### src/rtl/battle_turn_ctrl.sv
// Turn controller: arbitrates two players' attack requests, samples the oscillator
// nibble per turn, applies damage to the defender and tracks the end of the game.
module battle_turn_ctrl #(
    parameter logic [3:0] HP_INIT       = 4'd9,
    parameter logic [3:0] HIT_THRESHOLD = 4'd7,
    parameter int         SETTLE_CYCLES = 3
) (
    input  logic       clk,
    input  logic       reset,
    input  logic [1:0] req,
    input  logic [3:0] rnd,
    output logic       rng_run,
    output logic [1:0] ack,
    output logic       busy,
    output logic [3:0] hp0,
    output logic [3:0] hp1,
    output logic       last_hit,
    output logic       last_attacker,
    output logic       game_over,
    output logic       winner
);

    localparam int CW = (SETTLE_CYCLES < 2) ? 1 : $clog2(SETTLE_CYCLES);
    localparam logic [CW-1:0] SETTLE_LAST = CW'(SETTLE_CYCLES - 1);

    typedef enum logic [2:0] {
        IDLE    = 3'd0,
        SETTLE  = 3'd1,
        RESOLVE = 3'd2,
        REPORT  = 3'd3,
        OVER    = 3'd4
    } state_t;

    state_t          r_state;
    state_t          w_next_state;
    logic            r_ptr;
    logic            r_attacker;
    logic [CW-1:0]   r_cnt;
    logic [3:0]      r_hp0;
    logic [3:0]      r_hp1;
    logic            r_last_hit;
    logic            r_last_attacker;
    logic            r_game_over;
    logic            r_winner;
    logic [1:0]      r_ack;
    logic            r_busy;
    logic            r_rng_run;

    logic            w_grant_id;
    logic            w_hit;
    logic [3:0]      w_def_hp;
    logic [3:0]      w_def_hp_new;

    function automatic logic [1:0] f_damage(input logic [3:0] sample);
        if (sample == 4'hF)
            return 2'd2;
        else if (sample > HIT_THRESHOLD)
            return 2'd1;
        else
            return 2'd0;
    endfunction

    function automatic logic [3:0] f_sat_sub(input logic [3:0] hp, input logic [1:0] dmg);
        if (hp > {2'b00, dmg})
            return hp - {2'b00, dmg};
        else
            return 4'd0;
    endfunction

    // Arbitration and damage arithmetic
    always_comb begin
        w_grant_id   = r_ptr;
        w_hit        = (rnd > HIT_THRESHOLD);
        w_def_hp     = r_attacker ? r_hp0 : r_hp1;
        w_def_hp_new = f_sat_sub(w_def_hp, f_damage(rnd));
        if (req == 2'b01)
            w_grant_id = 1'b0;
        else if (req == 2'b10)
            w_grant_id = 1'b1;
        else
            w_grant_id = r_ptr;
    end

    // Next-state logic
    always_comb begin
        w_next_state = r_state;
        case (r_state)
            IDLE: begin
                if (req != 2'b00)
                    w_next_state = SETTLE;
                else
                    w_next_state = IDLE;
            end
            SETTLE: begin
                if (r_cnt == SETTLE_LAST)
                    w_next_state = RESOLVE;
                else
                    w_next_state = SETTLE;
            end
            RESOLVE: w_next_state = REPORT;
            REPORT: begin
                if (r_game_over)
                    w_next_state = OVER;
                else
                    w_next_state = IDLE;
            end
            OVER:    w_next_state = OVER;
            default: w_next_state = IDLE;
        endcase
    end

    // State, turn bookkeeping and registered outputs
    always_ff @(posedge clk or posedge reset) begin
        if (reset) begin
            r_state         <= IDLE;
            r_ptr           <= 1'b0;
            r_attacker      <= 1'b0;
            r_cnt           <= '0;
            r_hp0           <= HP_INIT;
            r_hp1           <= HP_INIT;
            r_last_hit      <= 1'b0;
            r_last_attacker <= 1'b0;
            r_game_over     <= 1'b0;
            r_winner        <= 1'b0;
            r_ack           <= 2'b00;
            r_busy          <= 1'b0;
            r_rng_run       <= 1'b1;
        end else begin
            r_state   <= w_next_state;
            r_busy    <= (w_next_state == SETTLE) || (w_next_state == RESOLVE) ||
                         (w_next_state == REPORT);
            // Oscillator is held still only while its nibble is being captured
            r_rng_run <= (w_next_state != RESOLVE);
            if (w_next_state == REPORT)
                r_ack <= r_attacker ? 2'b10 : 2'b01;
            else
                r_ack <= 2'b00;

            case (r_state)
                IDLE: begin
                    if (req != 2'b00) begin
                        r_attacker <= w_grant_id;
                        r_ptr      <= ~w_grant_id;
                        r_cnt      <= '0;
                    end
                end
                SETTLE: r_cnt <= r_cnt + CW'(1);
                RESOLVE: begin
                    // rnd is consumed directly so results are already visible in REPORT
                    if (r_attacker)
                        r_hp0 <= w_def_hp_new;
                    else
                        r_hp1 <= w_def_hp_new;
                    r_last_hit      <= w_hit;
                    r_last_attacker <= r_attacker;
                    if (w_def_hp_new == 4'd0) begin
                        r_game_over <= 1'b1;
                        r_winner    <= r_attacker;
                    end
                end
                REPORT:  r_cnt <= '0;
                OVER:    r_cnt <= '0;
                default: r_cnt <= '0;
            endcase
        end
    end

    assign rng_run       = r_rng_run;
    assign ack           = r_ack;
    assign busy          = r_busy;
    assign hp0           = r_hp0;
    assign hp1           = r_hp1;
    assign last_hit      = r_last_hit;
    assign last_attacker = r_last_attacker;
    assign game_over     = r_game_over;
    assign winner        = r_winner;

endmodule

### config.mk
export PLATFORM = sky130hd
export DESIGN_NAME = battle_turn_ctrl
export DESIGN_NICKNAME = d
export VERILOG_FILES = /design/src/rtl/battle_turn_ctrl.sv
export SDC_FILE = /design/constraint.sdc
export NUM_CORES = 1
export LEC_CHECK = 0
export ABC_CLOCK_PERIOD_IN_PS = 2570
export CORE_UTILIZATION = 45
export CTS_CLUSTER_DIAMETER = 80
export DETAILED_ROUTE_END_ITERATION = 8
export GPL_TIMING_DRIVEN = 1
export PLACE_DENSITY = 0.74
export SLEW_MARGIN = 20
export SYNTH_ARGS = -nofsm -noshare
export SYNTH_HDL_FRONTEND = slang
export SYNTH_SLANG_ARGS = --single-unit
### constraint.sdc
create_clock -name clk -period 2.57 [get_ports clk]
set_clock_uncertainty 0.1 [all_clocks]
set_input_delay 0.771 -clock clk [delete_from_list [all_inputs] [get_ports clk]]
set_output_delay 0.771 -clock clk [all_outputs]
set_load 0.02 [all_outputs]
## Word level (Yosys, flattened, before mapping)

Cells that the tools add are included.

| storage, ports and cells | value |
|---|---|
| word-level logic and storage cells | 57 |
| flip-flop bits (word level) | 23 |

| cells by class | value |
|---|---|
| add/subtract/negate cells | 2 |
| reductions and logical operators | 10 |
| bitwise operators | 3 |
| magnitude comparators | 2 |
| multiplexer cells | 14 |
| equality and inequality tests | 13 |

Operators by type and width:

| cell | count |
|---|---|
| 3-bit case mux with 5 select lines | 1 |
| 3-bit by 2-bit == test with 1-bit output, second input constant | 4 |
| 2-bit two-way mux | 5 |
| 2-bit AND reduction | 5 |
| 4-bit two-way mux | 2 |
| 3-bit by 1-bit == test with 1-bit output, second input constant | 2 |
| 2-bit case mux with 3 select lines | 1 |
| 2-bit == test, second input constant | 2 |
| 4-bit == test, second input constant | 1 |
| 4-bit by 2-bit > comparator with 1-bit output | 1 |
| 4-bit by 3-bit > comparator with 1-bit output, second input constant | 1 |
| 4-bit logical NOT | 1 |
| 1-bit two-way mux | 4 |
| 4-bit by 2-bit subtractor with 4-bit output | 1 |
| 3-bit == test, second input constant | 1 |
| 3-bit logical NOT | 1 |
| 3-bit two-way mux | 1 |
| 3-bit by 2-bit != test with 1-bit output, second input constant | 1 |
| 1-bit inverter | 3 |
| 2-bit by 1-bit adder with 2-bit output, second input constant | 1 |
| 2-bit by 1-bit == test with 1-bit output, second input constant | 1 |
| 1-bit logical OR | 2 |
| 2-bit != test, second input constant | 1 |
| 2-bit nonzero test | 1 |

## Depth between registers and ports, before layout

| depth | value |
|---|---|
| depth in word-level cells | 7 |
| mapped depth | 8 |
| gate-level depth less buffers | 8 |

## Least setup slack after synthesis

OpenSTA, ideal clock, no wires.

| path | value |
|---|---|
| path kind | input port to flip-flop |
| start point | in rnd[2] |
| end point | reg r_winner (netlist: winner) |
| library setup time | 0.128 ns |
| arrival time | 2.783 ns |
| slack | -0.440 ns |
| cell stages on the path | 8 |
| required time | 2.342 ns |
| path through | nand4_1 -> and2_1 -> ha_1 -> fa_1 -> a21oi_1 -> or4b_1 -> o2111ai_1 -> mux2_1 |

| between the ends | value |
|---|---|
| cells in the longest elaborated chain, start to end | 7 |

RTL lines:

| item | line | RTL |
|---|---|---|
| start: declaration | 11 | `input logic [3:0] rnd,` |
| 4-bit by 3-bit > comparator with 1-bit output | 57 | `else if (sample > HIT_THRESHOLD)` |
| 1-bit two-way mux | 57 |  |
| 2-bit two-way mux * | 55 | `if (sample == 4'hF)` |
| 4-bit by 2-bit subtractor with 4-bit output or 4-bit by 2-bit > comparator with 1-bit output (tied branches) | 65, 64 |  |
| 4-bit two-way mux * | 64 | `if (hp > {2'b00, dmg})` |
| 4-bit logical NOT * | 156 | `if (w_def_hp_new == 4'd0) begin` |
| 2-bit AND reduction (no line) * | - |  |
| end signal: assignment | 158 | `r_winner <= r_attacker;` |
| end: declaration | 44 | `logic r_winner;` |

Mark *: on every way between the ends. The rest lies on a longest branch, timed or not.
A chain may end at the register's enable or synchronous reset.

## Final worst setup path

Ends and elaborated chain as after synthesis.

==> flow_summary.yaml <==
global_routing:
  grt_usage_pct: 24.4
  grt_max_degree: 24
  overflow: 0
  grt_pass1_wl_mm: 4.66
  grt_pass1_vias: 1030
  antenna_found_initial: 0
critical_path:
  worstSetupStartpointType: "primary input"
  worst_setup_path_end_kind: "flip-flop"
  cp_data_required_time_ns: 2.68
  crit_arrival_ns: 2.71
  r2r_cells: 8
  path_max_fanout: 2
  path_class: "primary input to flip-flop"
  worst_r2r_endpoint: "winner"
  ff2ff_setup_slack_ns: 0.10
  r2r-start: "r_attacker"
placed_design:
  dp_cells: 168
  numPortBuffers: 23
  dpl_cell_area_mm2: 0.00150
  dp_hpwl_mm: 2.02
  gp_congestion: 0.897
die:
  start_util_pct: 49.7
  ios: 24
  dieArea_mm2: 0.00277
  fp.dieH_um: 52.6
  core_mm2: 0.00232
  die_x_um: 52.6
  num_rows: 17
final_layout:
  design_area_mm2: 0.00158
  drive_above_1_share_pct: 31.5
  stdcell_count: 174
  diodes: 0
  final_net_count: 159
  area_growth_pct: 37.5
timing:
  setup_viol: 1
  rsz0062_at_grt: "true"
  worstMarginPinSlew_ns: 0.400
  finalHoldViolCount: 0
  slew_viol_final: 0
  finalWorstSetupSlack_ns: -0.0322
  slew_headroom_pct: 73.1
  fin_crit_sh_pct: 101
  fmax_mhz: 384
  post-route-min-period_ns: 2.60
synthesis:
  yosysWarnings: 0
  synth_cells: 108
  syn_avg_cell_area_um2: 10.7
  synthArstFlopShare_pct: 100
  ys_types: 35
  synth_area_leaders: "dfrtp_1 (39%), dfstp_2 (11%), mux2_2 (4.9%), nand2_1 (4.9%), ha_1 (3.3%)"
  netlist_area_mm2: 0.00115
  synthesis.nets: 120
  synth-edff-count: 0
  synth_seq_cells: 23
  synth.top_cell.area_share_pct: 39.1
  ys.flop_type: "dfrtp_1"
  yosys.area.top_type: "dfrtp_1"
  synth_seq_area_share_pct: 50.5
clocking:
  cts_sinks: 23
  cts_inserted_buffers: 3
  clockBufferDepth: 2
  clock_latency_ns: 0.31
  cts_max_level: 1
  postCtsHoldBufs: 0
  cts.clk_slew.worst_paths_ns: 0.13
  cts_root_buf: "clkbuf_4"
  cts_tree: "done"
detailed_routing:
  first_pass_iters: 4
  drtIter0Drc: 12
  via_per_inst: 5.43
  wl_per_cell_um: 16.3
  vias: 945
  drc: 0
  ant_nets: 0
  postRouteWirelength_mm: 2.84
power:
  p_clk_share_pct: 8.1
  share_comb_of_total_power_pct: 60.0
  p_int_w: 0.00122
  ir_worst_vdd_mv: 0.835
  pwr-share-seq_pct: 32.0
  p_switching_w: 0.000877
  switching_share_pct: 41.8
  cellPowerDensity_mw_per_mm2: 1330
  p_leak_nw: 0.723
  total_power_w: 0.00210
status:
  violations: "negative setup slack"
  outcome: "finished with violations"
run:
  maxCapViolations: 0
hold_path:
  whs_endpoint: "last_attacker"
  holdPathStages: 2
  hp-class: "flip-flop to flip-flop"
  hp-start: "last_attacker"
## power by group through the flow
stage / sequential, W / combinational (W) / clock [W]
floorplan: 0.000768 / 0.000593 / 0
global placement: 0.000665 / 0.00111 / 0
detailed placement: 0.000679 / 0.00117 / 0
CTS: 0.000671 / 0.00124 / 0.000177
global route: 0.000693 / 0.00137 / 0.000188
finish: 0.000671 / 0.00126 / 0.000169
## synth_stat cells, types with 2 or more instances
| master | count |
|---|---|
| a21oi_1 | 5 |
| mux2_2 | 5 |
| nor2b_1 | 2 |
| dfrtp_1 | 18 |
| mux2_4 | 2 |
| o21ai_0 | 5 |
| dfstp_2 | 5 |
| inv_1 | 6 |
| ha_1 | 3 |
| nand2_1 | 15 |
| nor2_1 | 9 |
| o31ai_1 | 3 |
| buf_2 | 2 |
| mux2i_1 | 3 |
| nand2b_1 | 3 |
| nor3_1 | 3 |
## metrics by stage
stage          util (%)  setup TNS (ns)  hold slack [ns]  worst slack, ns
3_5_place_dp       64.8           -4.09            0.367           -0.775
2_1_floorplan         -          -0.302            0.357           -0.283
4_1_cts            67.2               0            0.398           0.0387
5_1_grt            68.3         -0.0547            0.434          -0.0547
3_3_place_gp       64.8           -3.48            0.365           -0.702
6_report           68.3         -0.0322            0.393          -0.0322
## cell type report
type / count / area (um^2)
Tap cell: 28 / 35.0
Sequential cell: 23 / 582
Multi-Input combinational cell: 76 / 578
Inverter: 6 / 22.5
Clock buffer: 4 / 26.3
Timing Repair Buffer: 37 / 340
Fill cell: 177 / 734
## cell families after synthesis
family / synth area share [%]
buffers and inverters: 3.80
multiplexers: 11.1
AO/OA/AOI/OAI: 9.99
adder cells (fa/ha/maj): 4.99
flip-flops: 50.5
AND/OR/NAND/NOR: 19.7
## critical path, cell delays in order
cell and delay (ns):
buf_6 0.06, nand4_1 0.15, and2_4 0.19, ha_4 0.16, fa_2 0.35, a21oi_2 0.12, or4b_4 0.48, o2111ai_4 0.09
mux2_4 0.33
## routing by layer
layer  GRT usage [%]  wire (um)  vias to the layer above
met5               0          0                        -
met4            15.8        106                        0
met3            4.64         86                       10
met2            42.4       1540                       25
met1            26.9       1110                      459
li1                -          -                      451
## layout by cell type (no fill, tap or decap), drive strengths merged, types with 3 or more instances in the layout
| cell type | count |
|---|---|
| clkdlybuf4s50 | 19 |
| nor3 | 3 |
| dfrtp | 18 |
| clkbuf | 4 |
| mux2 | 8 |
| o31ai | 3 |
| a21oi | 6 |
| inv | 6 |
| nor2 | 10 |
| mux2i | 3 |
| ha | 3 |
| dfstp | 5 |
| nand2 | 15 |
| buf | 18 |
| nand2b | 3 |
| o21ai | 5 |
## how the worst max path moves through the flow
stage	to	from	slack, ns
2_1_floorplan	winner	rnd[2]	-0.28
3_5_place_dp	winner	rnd[3]	-0.78
3_3_place_gp	winner	rnd[3]	-0.70
4_1_cts	winner	rnd[2]	0.04
5_1_grt	winner	rnd[2]	-0.05
6_report	winner	rnd[2]	-0.03
## state kept, by name, summed over array words and instances (netlist names)
signal and count:
hp1 4, game_over 1, last_hit 1, busy 1, ack 2, r_attacker 1
r_ptr 1, last_attacker 1, r_cnt 2, rng_run 1, hp0 4, winner 1
r_state 3
## timing repair
item / CTS / global route
pin swaps: 3 / 1
gates resized for setup: 19 / 4
endpoints found under the setup margin: 4 / 1
setup buffers: 2 / 0
Power figures use the tool's default switching activity.
